<file path="src/rtl/multicycle_ctrl.sv">
// multicycle_ctrl: Moore FSM + ALU decoder sequencing a multicycle RV32I-subset datapath
// over a single req/ready memory port; outputs are forced low while reset is asserted.
module multicycle_ctrl #(
  parameter bit MEM_HANDSHAKE   = 1'b1,
  parameter bit HALT_ON_ILLEGAL = 1'b1
) (
  input  logic       clk,
  input  logic       reset,
  input  logic [6:0] op,
  input  logic [2:0] funct3,
  input  logic       funct7b5,
  input  logic       Zero,
  input  logic       MemReady,
  output logic       MemReq,
  output logic       MemWrite,
  output logic       AdrSrc,
  output logic       IRWrite,
  output logic       PCWrite,
  output logic       RegWrite,
  output logic [1:0] ResultSrc,
  output logic [1:0] ALUSrcA,
  output logic [1:0] ALUSrcB,
  output logic [1:0] ImmSrc,
  output logic [2:0] ALUControl,
  output logic       Retire,
  output logic       Illegal
);
  typedef enum logic [3:0] {
    S_FETCH, S_DECODE, S_MEMADR, S_MEMREAD, S_MEMWB, S_MEMWRITE,
    S_EXECUTER, S_EXECUTEI, S_ALUWB, S_BEQ, S_JAL, S_ILLEGAL
  } state_t;
  localparam logic [6:0] OP_LW = 7'b0000011, OP_SW = 7'b0100011, OP_R = 7'b0110011,
                         OP_I = 7'b0010011, OP_B = 7'b1100011, OP_J = 7'b1101111;
  state_t r_state, w_next;
  logic w_rdy, w_memreq, w_memwrite, w_adr, w_ir, w_pc, w_rw, w_ret, w_ill;
  logic [1:0] w_res, w_a, w_b, w_aluop, w_imm;
  logic [2:0] w_alu_dec, w_aluctl;
  assign w_rdy = MEM_HANDSHAKE ? MemReady : 1'b1;
  always_ff @(posedge clk or negedge reset)
    if (!reset) r_state <= S_FETCH;
    else r_state <= w_next;
  always_comb begin
    w_next = r_state;
    w_memreq = 1'b0;
    w_memwrite = 1'b0;
    w_adr = 1'b0;
    w_ir = 1'b0;
    w_pc = 1'b0;
    w_rw = 1'b0;
    w_ret = 1'b0;
    w_ill = 1'b0;
    w_res = 2'b00;
    w_a = 2'b00;
    w_b = 2'b00;
    w_aluop = 2'b00;
    case (r_state)
      S_FETCH: begin
        w_memreq = 1'b1;
        w_b = 2'b10;
        w_res = 2'b10;
        w_ir = w_rdy;
        w_pc = w_rdy;
        w_next = w_rdy ? S_DECODE : S_FETCH;
      end
      S_DECODE: begin
        w_a = 2'b01;
        w_b = 2'b01;
        w_next = (op == OP_LW || op == OP_SW) ? S_MEMADR :
                 op == OP_R ? S_EXECUTER :
                 op == OP_I ? S_EXECUTEI :
                 (op == OP_B && funct3 == 3'b000) ? S_BEQ :
                 op == OP_J ? S_JAL : S_ILLEGAL;
      end
      S_MEMADR: begin
        w_a = 2'b10;
        w_b = 2'b01;
        w_next = op[5] ? S_MEMWRITE : S_MEMREAD;
      end
      S_MEMREAD: begin
        w_memreq = 1'b1;
        w_adr = 1'b1;
        w_next = w_rdy ? S_MEMWB : S_MEMREAD;
      end
      S_MEMWB: begin
        w_res = 2'b01;
        w_rw = 1'b1;
        w_ret = 1'b1;
        w_next = S_FETCH;
      end
      S_MEMWRITE: begin
        w_memreq = 1'b1;
        w_memwrite = 1'b1;
        w_adr = 1'b1;
        w_ret = w_rdy;
        w_next = w_rdy ? S_FETCH : S_MEMWRITE;
      end
      S_EXECUTER: begin
        w_a = 2'b10;
        w_aluop = 2'b10;
        w_next = S_ALUWB;
      end
      S_EXECUTEI: begin
        w_a = 2'b10;
        w_b = 2'b01;
        w_aluop = 2'b10;
        w_next = S_ALUWB;
      end
      S_ALUWB: begin
        w_rw = 1'b1;
        w_ret = 1'b1;
        w_next = S_FETCH;
      end
      S_BEQ: begin
        w_a = 2'b10;
        w_aluop = 2'b01;
        w_pc = Zero;
        w_ret = 1'b1;
        w_next = S_FETCH;
      end
      S_JAL: begin
        w_a = 2'b01;
        w_b = 2'b10;
        w_pc = 1'b1;
        w_next = S_ALUWB;
      end
      S_ILLEGAL: begin
        w_ill = 1'b1;
        w_next = HALT_ON_ILLEGAL ? S_ILLEGAL : S_FETCH;
      end
      default: w_next = S_FETCH;
    endcase
  end
  // sub only for R-type (op[5]); I-type funct7b5 is part of the immediate
  assign w_alu_dec = funct3 == 3'b000 ? ((op[5] & funct7b5) ? 3'b001 : 3'b000) :
                     funct3 == 3'b010 ? 3'b101 :
                     funct3 == 3'b110 ? 3'b011 :
                     funct3 == 3'b111 ? 3'b010 : 3'b000;
  assign w_aluctl = w_aluop == 2'b01 ? 3'b001 : w_aluop == 2'b10 ? w_alu_dec : 3'b000;
  assign w_imm = op == OP_SW ? 2'b01 : op == OP_B ? 2'b10 : op == OP_J ? 2'b11 : 2'b00;
  // gating with reset keeps strobes low the instant reset asserts
  assign MemReq     = reset & w_memreq;
  assign MemWrite   = reset & w_memwrite;
  assign AdrSrc     = reset & w_adr;
  assign IRWrite    = reset & w_ir;
  assign PCWrite    = reset & w_pc;
  assign RegWrite   = reset & w_rw;
  assign Retire     = reset & w_ret;
  assign Illegal    = reset & w_ill;
  assign ResultSrc  = {2{reset}} & w_res;
  assign ALUSrcA    = {2{reset}} & w_a;
  assign ALUSrcB    = {2{reset}} & w_b;
  assign ImmSrc     = {2{reset}} & w_imm;
  assign ALUControl = {3{reset}} & w_aluctl;
endmodule
</file>
<file path="config.mk">
export PLATFORM = sky130hd
export DESIGN_NAME = multicycle_ctrl
export DESIGN_NICKNAME = d
export VERILOG_FILES = /design/src/rtl/multicycle_ctrl.sv
export SDC_FILE = /design/constraint.sdc
export NUM_CORES = 1
export LEC_CHECK = 0
export CAP_MARGIN = 20
export CELL_PAD_IN_SITES_DETAIL_PLACEMENT = 1
export CELL_PAD_IN_SITES_GLOBAL_PLACEMENT = 1
export CORE_MARGIN = 2
export CORE_UTILIZATION = 26
export CTS_CLUSTER_SIZE = 40
export DETAILED_ROUTE_END_ITERATION = 8
export GPL_TIMING_DRIVEN = 0
export PLACE_DENSITY = 0.91
export SYNTH_ARGS = -nofsm -noshare
export SYNTH_HDL_FRONTEND = slang
export SYNTH_SLANG_ARGS = --single-unit
</file>
<file path="constraint.sdc">
create_clock -name clk -period 1.7 [get_ports clk]
set_input_delay 0.255 -clock clk [delete_from_list [all_inputs] [get_ports clk]]
set_output_delay 0.255 -clock clk [all_outputs]
set_load 0.02 [all_outputs]
</file>
==> reports/results.ini, run 1 <==
[route]
drtIter0Drc = 16
wl_per_cell_um = 15.3
route.detailed.drc = 0
drt_wl_total_um = 2490
detail-route-antenna-nets = 0
drt_first_pass_iters = 4
vias_per_cell = 5.27
vias = 859

[outcome]
status = finished, violations left
violations = negative setup slack

[cells_and_area]
fill_cells = 281
area_growth_syn_to_layout_pct = 88.2
drive_above_1_share_pct = 50.4
nNetsFinal = 152
layout_common_cells = buf_4, buf_6, inv_1, nand2_1, clkdlybuf4s50_1
reg_top3 = r_state: 4 flops
fin_util_pct = 53.1
largest-register = r_state
mostFrequentLayoutCell = buf_4
largest_reg_flops = 4
diodes = 0

[timing]
fmax_ghz = 0.561
slew_viol_final = 0
fin_ws_ns = -0.0839
rsz0062_at_grt = yes
finalSetupViolations = 8
finalHoldViolCount = 0
min_period_ns = 1.78
skew_ns = 0.0000309
relSlewSlack_pct = 80.2
period_share_pct = 105
tightestPinTransition_ns = 0.296

[logic_synthesis]
synth_area_leader_cell = dfrtp_1
synth_seq_cells = 4
synth.distinct_cells = 42
netlist_area_sq_um = 636
synth_warnings = 0
syn_inst = 86
seq_area_frac_synth_pct = 15.7
yosys-top-cells-area = dfrtp_1, nor3_1, a21oi_1, nand2_1, xor2_1
syn-num-nets = 101
syn_area_per_cell_sq_um = 7.39
yosysTopAreaCellShare_pct = 15.7

[cts]
clk_latency_ns = 0.23
clock_sinks = 4
cts_max_path_buffers = 2
cts_buffers = 3
clk_pin_slew_ns = 0.03
cts_tree = built
h-tree-depth = 1
cts_root_buffer = clkbuf_4

[flow_run]
maxCapViolCount = 0

[placement]
io_buffer_count = 33
place.gp.congestion = 0.885
dp_hpwl_um = 1700

[setup_path]
r2r_start = r_state[1]$_DFF_PN0_
crit_path_start_kind = register
required_ns = 1.44
cp_slowest_stage_delay_ns = 0.44
reg2reg_depth = 4
cp_max_fo = 10
r2r-end = r_state[0]$_DFF_PN0_
path_cells = buf_4 > or3_1 > a21oi_2 > buf_6
worstSetupEndpointType = output pin
path_class = reg2out
startpoint = r_state[1]$_DFF_PN0_
crit_path_end = PCWrite
r2r_slack_ns = 0.33
crit_arrival_ns = 1.53
cp_slowest_cell = dfrtp_2

[global_routing]
grt_pass1_wl_um = 3800
overflow = 0
antenna_found_initial = 0
grt_pass1_vias = 863
grt_max_degree = 12
grtUsageTotal_pct = 17.9

[pwr]
total_power_uw = 1590
p_per_area_nw_per_um2 = 1330
p_leak_uw = 0.000559
ir_drop_mv = 0.601

[die]
die_area_sq_um = 2860
num_rows = 17
die_y_um = 53.4
coreArea_sq_um = 2250
io_pins = 34
start_util_pct = 28.2
die_x_um = 53.4

[hold_path]
hold_path_class = in2reg

-- power by group --
part           internal (uW)  leakage, uW  switching, uW
sequential               145    0.0000484           52.1
combinational            607     0.000497            678
clock                   78.6    0.0000138           33.0
-- critical path, delay by kind of cell, from the launching register on --
kind                   cells  cell delay [ns]
AO/OA/AOI/OAI              1             0.15
buffers and inverters      2             0.32
flip-flops                 1             0.44
AND/OR/NAND/NOR            1             0.39
-- synth_stat cells (all sizes together) --
library cell and instances:
nor3 10, nand2 8, a21oi 6, inv 6, buf 5, dfrtp 4
nand2b 3, nand3 3, nor2 3, nor2b 3, xor2 3, and2b 2
and3b 2, nor4 2, o21ai 2, o32ai 2, or2 2, or3 2
a2111oi 1, a211o 1, a31oi 1, a32oi 1, and2 1, and3 1
and4 1, and4bb 1, mux2 1, nand4 1, nand4bb 1, o2111ai 1
o211ai 1, o21a 1, o21ba 1, o311ai 1, or3b 1, or4 1
-- cell families after synthesis --
kind of cell	count (synthesis)	synth area share (%)
DFF	4	15.7
xor gates and xnor gates	3	4.13
AOI/OAI and AO/OA	19	21.9
and+or+nand+nor	48	48.0
muxes	1	1.77
buffers and inverters	11	8.46
-- per-stage QoR --
stage | cell area [sq um] | hold WS (ns) | std cells | TNS, ns | setup WS, ns
finish | 1200 | 0.553 | 163 | -0.352 | -0.0839
global route | 1200 | 0.591 | 163 | -1.02 | -0.160
CTS | 1080 | -0.0223 | 156 | -0.558 | -0.147
detailed placement | 1000 | 0.583 | 147 | -12.26 | -0.932
global placement | 1000 | 0.576 | 147 | -11.73 | -0.885
floorplan | 636 | -0.0406 | 86 | 0 | 0.0388
-- repair_timing --
item / CTS / global route
gates resized for setup: 111 / 24
endpoints found under the hold margin: 4 / 4
gates cloned: 0 / 0
setup endpoints to repair: 19 / 19
pin swaps: 6 / 5
buffers inserted: 7 / 6
-- layer usage --
layer / vias to the layer above / global-route usage [%] / wire length [um]
met1: 412 / 20.7 / 1060
met5: - / 0 / 0
li1: 414 / - / -
met4: 0 / 2.56 / 0
met2: 33 / 35.0 / 1300
met3: 0 / 1.98 / 136
-- worst min path at each step --
stage               cells past startpoint  startpoint  slack (ns)                    to
floorplan                               0       reset       -0.04  r_state[0]$_DFF_PN0_
global placement                        1       reset        0.58  r_state[0]$_DFF_PN0_
detailed placement                      1       reset        0.58  r_state[2]$_DFF_PN0_
CTS                                     1       reset       -0.02  r_state[3]$_DFF_PN0_
global route                            2       op[6]        0.59  r_state[2]$_DFF_PN0_
finish                                  2       op[6]        0.55  r_state[2]$_DFF_PN0_
-- area by class of cell --
type	count	area (sq um)	area share, %
Buffer	4	33.8	2.82
Clock buffer	3	22.5	1.88
Inverter	6	22.5	1.88
Multi-Input combinational cell	71	574	48.0
Sequential cell	4	103	8.58
Tap cell	28	35.0	2.93
Timing Repair Buffer	47	405	33.9
Note: power is estimated with default switching activity, not from simulation.
==> run 2: changes to the inputs <==
--- a/config.mk
+++ b/config.mk
@@ -5,9 +5,10 @@
 export SDC_FILE = /design/constraint.sdc
 export NUM_CORES = 1
 export LEC_CHECK = 0
-export CAP_MARGIN = 20
+export CAP_MARGIN = 10
 export CELL_PAD_IN_SITES_DETAIL_PLACEMENT = 1
 export CELL_PAD_IN_SITES_GLOBAL_PLACEMENT = 1
+export CORE_ASPECT_RATIO = 1.75
 export CORE_MARGIN = 2
 export CORE_UTILIZATION = 26
 export CTS_CLUSTER_SIZE = 40
==> run 2 against run 1 <==
Effect of this change: the flow still finishes with violations (negative setup slack); sequential power is 7% higher; utilization is 5.1 points higher; flip-flop and latch count stayed put; register-to-register slack worse by 0.38 ns.
==> reports/results.ini, run 2 (synthesis gave the netlist of run 1 again) <==
[cts]
clock_sinks = 4
clk_latency_ns = 0.22
clk_pin_slew_ns = 0.03
cts_max_path_buffers = 2
cts_buffers = 3
h-tree-depth = 1
cts_root_buffer = clkbuf_8
cts_tree = built

[placement]
dp_cells = 144
dp_hpwl_um = 2010
place.gp.congestion = 0.893
io_buffer_count = 33
post-place-ws_ns = -0.937

[cells_and_area]
fill_cells = 264
mostFrequentLayoutCell = buf_4
drive_above_1_share_pct = 61.8
layout_common_cells = buf_4, buf_6, buf_2
diodes = 0
nNetsFinal = 161
largest-register = r_state
register_area_sq_um = 104
multi_input_area_sq_um = 632
largest_reg_flops = 4
reg_top3 = r_state: 4 flops
final-instance-count-excl-fill = 169
area_growth_syn_to_layout_pct = 111

[route]
wl_met2_um = 2230
drtIter0Drc = 25
met3WireLength_um = 178
detail-route-antenna-nets = 0
routedLengthMet1_um = 1480
wl_per_cell_um = 24.2
vias_per_cell = 5.92
route.detailed.drc = 0
dr.max_layer_used = met4
vias = 1001
drt_first_pass_iters = 4
drt_wl_total_um = 4100

[die]
num_rows = 23
start_util_pct = 27.6
die_area_sq_um = 2870
io_pins = 34
die_y_um = 69.4
die_x_um = 41.4
coreArea_sq_um = 2300

[timing]
slew_viol_final = 0
period_share_pct = 105
finalSetupViolations = 12
rsz0062_at_grt = yes
relSlewSlack_pct = 70.7
tightestPinTransition_ns = 0.438
fmax_ghz = 0.559
finalHoldViolCount = 0
fin_ws_ns = -0.0887
min_period_ns = 1.79
holdWs_ns = 0.00378
skew_ns = 0.00315
setup_tns_ns = -0.521

[global_routing]
grt_pass1_wl_um = 5130
grtUsageTotal_pct = 26.2
grt_max_degree = 12
grt_pass1_vias = 1013
overflow = 0
antenna_found_initial = 0

[outcome]
violations = negative setup slack
status = finished, violations left

[setup_path]
cp_slowest_stage_delay_ns = 0.44
path_class = reg2out
required_ns = 1.44
crit_arrival_ns = 1.53
cp_slowest_cell = dfrtp_2
path_cells = buf_4 > xor2_1 > and4_1 > or2_1 > buf_6
worstSetupEndpointType = output pin
cp_max_fo = 7
crit_path_start_kind = register
crit_buf_inv = 2
crit_family = simple AND/OR/NAND/NOR gates

[flow_run]
maxCapViolCount = 0

[pwr]
total_power_uw = 2080
p_per_area_nw_per_um2 = 1550
ir_drop_mv = 0.597
p_leak_uw = 0.000613

[hold_path]
hold_path_class = in2async

-- run 2: cell types whose count changed in the layout (fill, tap and decap cells not counted), moves of 2 or more --
| cell | previous run | this run |
|---|---|---|
| dlygate4sd2_1 | 3 | 5 |
| a21oi_1 | 3 | 1 |
| a21oi_2 | 3 | 5 |
| clkbuf_8 | 0 | 3 |
| buf_4 | 23 | 28 |
| nor3_1 | 5 | 3 |
| nor3_2 | 3 | 5 |
| clkbuf_4 | 3 | 0 |
| buf_2 | 4 | 8 |
| clkbuf_2 | 2 | 0 |
| buf_6 | 7 | 10 |
-- run 2: stage by stage --
step	util (%)	area (sq um)
2_1_floorplan	-	636
3_3_place_gp	43.3	997
3_5_place_dp	43.3	997
4_1_cts	48.0	1110
5_1_grt	58.2	1340
6_report	58.2	1340
-- run 2: path summary, 6_finish.rpt --
kind	slack (ns)	from	cells past startpoint	to
worst max-delay path	-0.09	r_state[1]$_DFF_PN0_	5	MemReq
max in group asynchronous	1.45	reset	1	r_state[3]$_DFF_PN0_
worst min-delay path	0.004	reset	1	r_state[2]$_DFF_PN0_
worst min register to register	0.72	r_state[2]$_DFF_PN0_	2	r_state[1]$_DFF_PN0_
min in group clk	0.66	op[6]	2	r_state[2]$_DFF_PN0_
worst max register to register	-0.05	r_state[0]$_DFF_PN0_	6	r_state[1]$_DFF_PN0_
-- run 2: what timing repair did --
action                                  in CTS  in global routing
pin swaps                                    7                  9
endpoints found under the setup margin      19                 17
cloned                                       0                  1
buffers inserted                             9                 13
resized for setup                          115                 40
hold endpoints to repair                     4                  0
-- run 2: worst register-to-register path, delay by kind of cell, from the launching register on --
| kind | cells | cell delay [ns] |
|---|---|---|
| buf+inv | 3 | 0.41 |
| flops | 1 | 0.43 |
| compound gates | 2 | 0.48 |
| simple gates | 1 | 0.26 |
-- run 2: per-layer routing --
metal / GRT usage, % / vias up
met1: 27.2 / 494
met4: 14.0 / 0
met3: 6.09 / 18
met5: 0 / -
li1: - / 434
met2: 44.1 / 55
-- run 2: cell type report --
cell class              count  area share (%)
well taps                  25            2.34
inverters                   6            1.96
clock buffers               3            3.08
flip-flops and latches      4            7.76
plain buffers               4            3.36
repair buffers             56            34.3
multi-input cells          71            47.2
-- run 2: report_power, final --
part	total, uW	internal [uW]	switching [uW]
logic	1660	779	883
clock network	209	152	57.4
registers	210	147	63.1
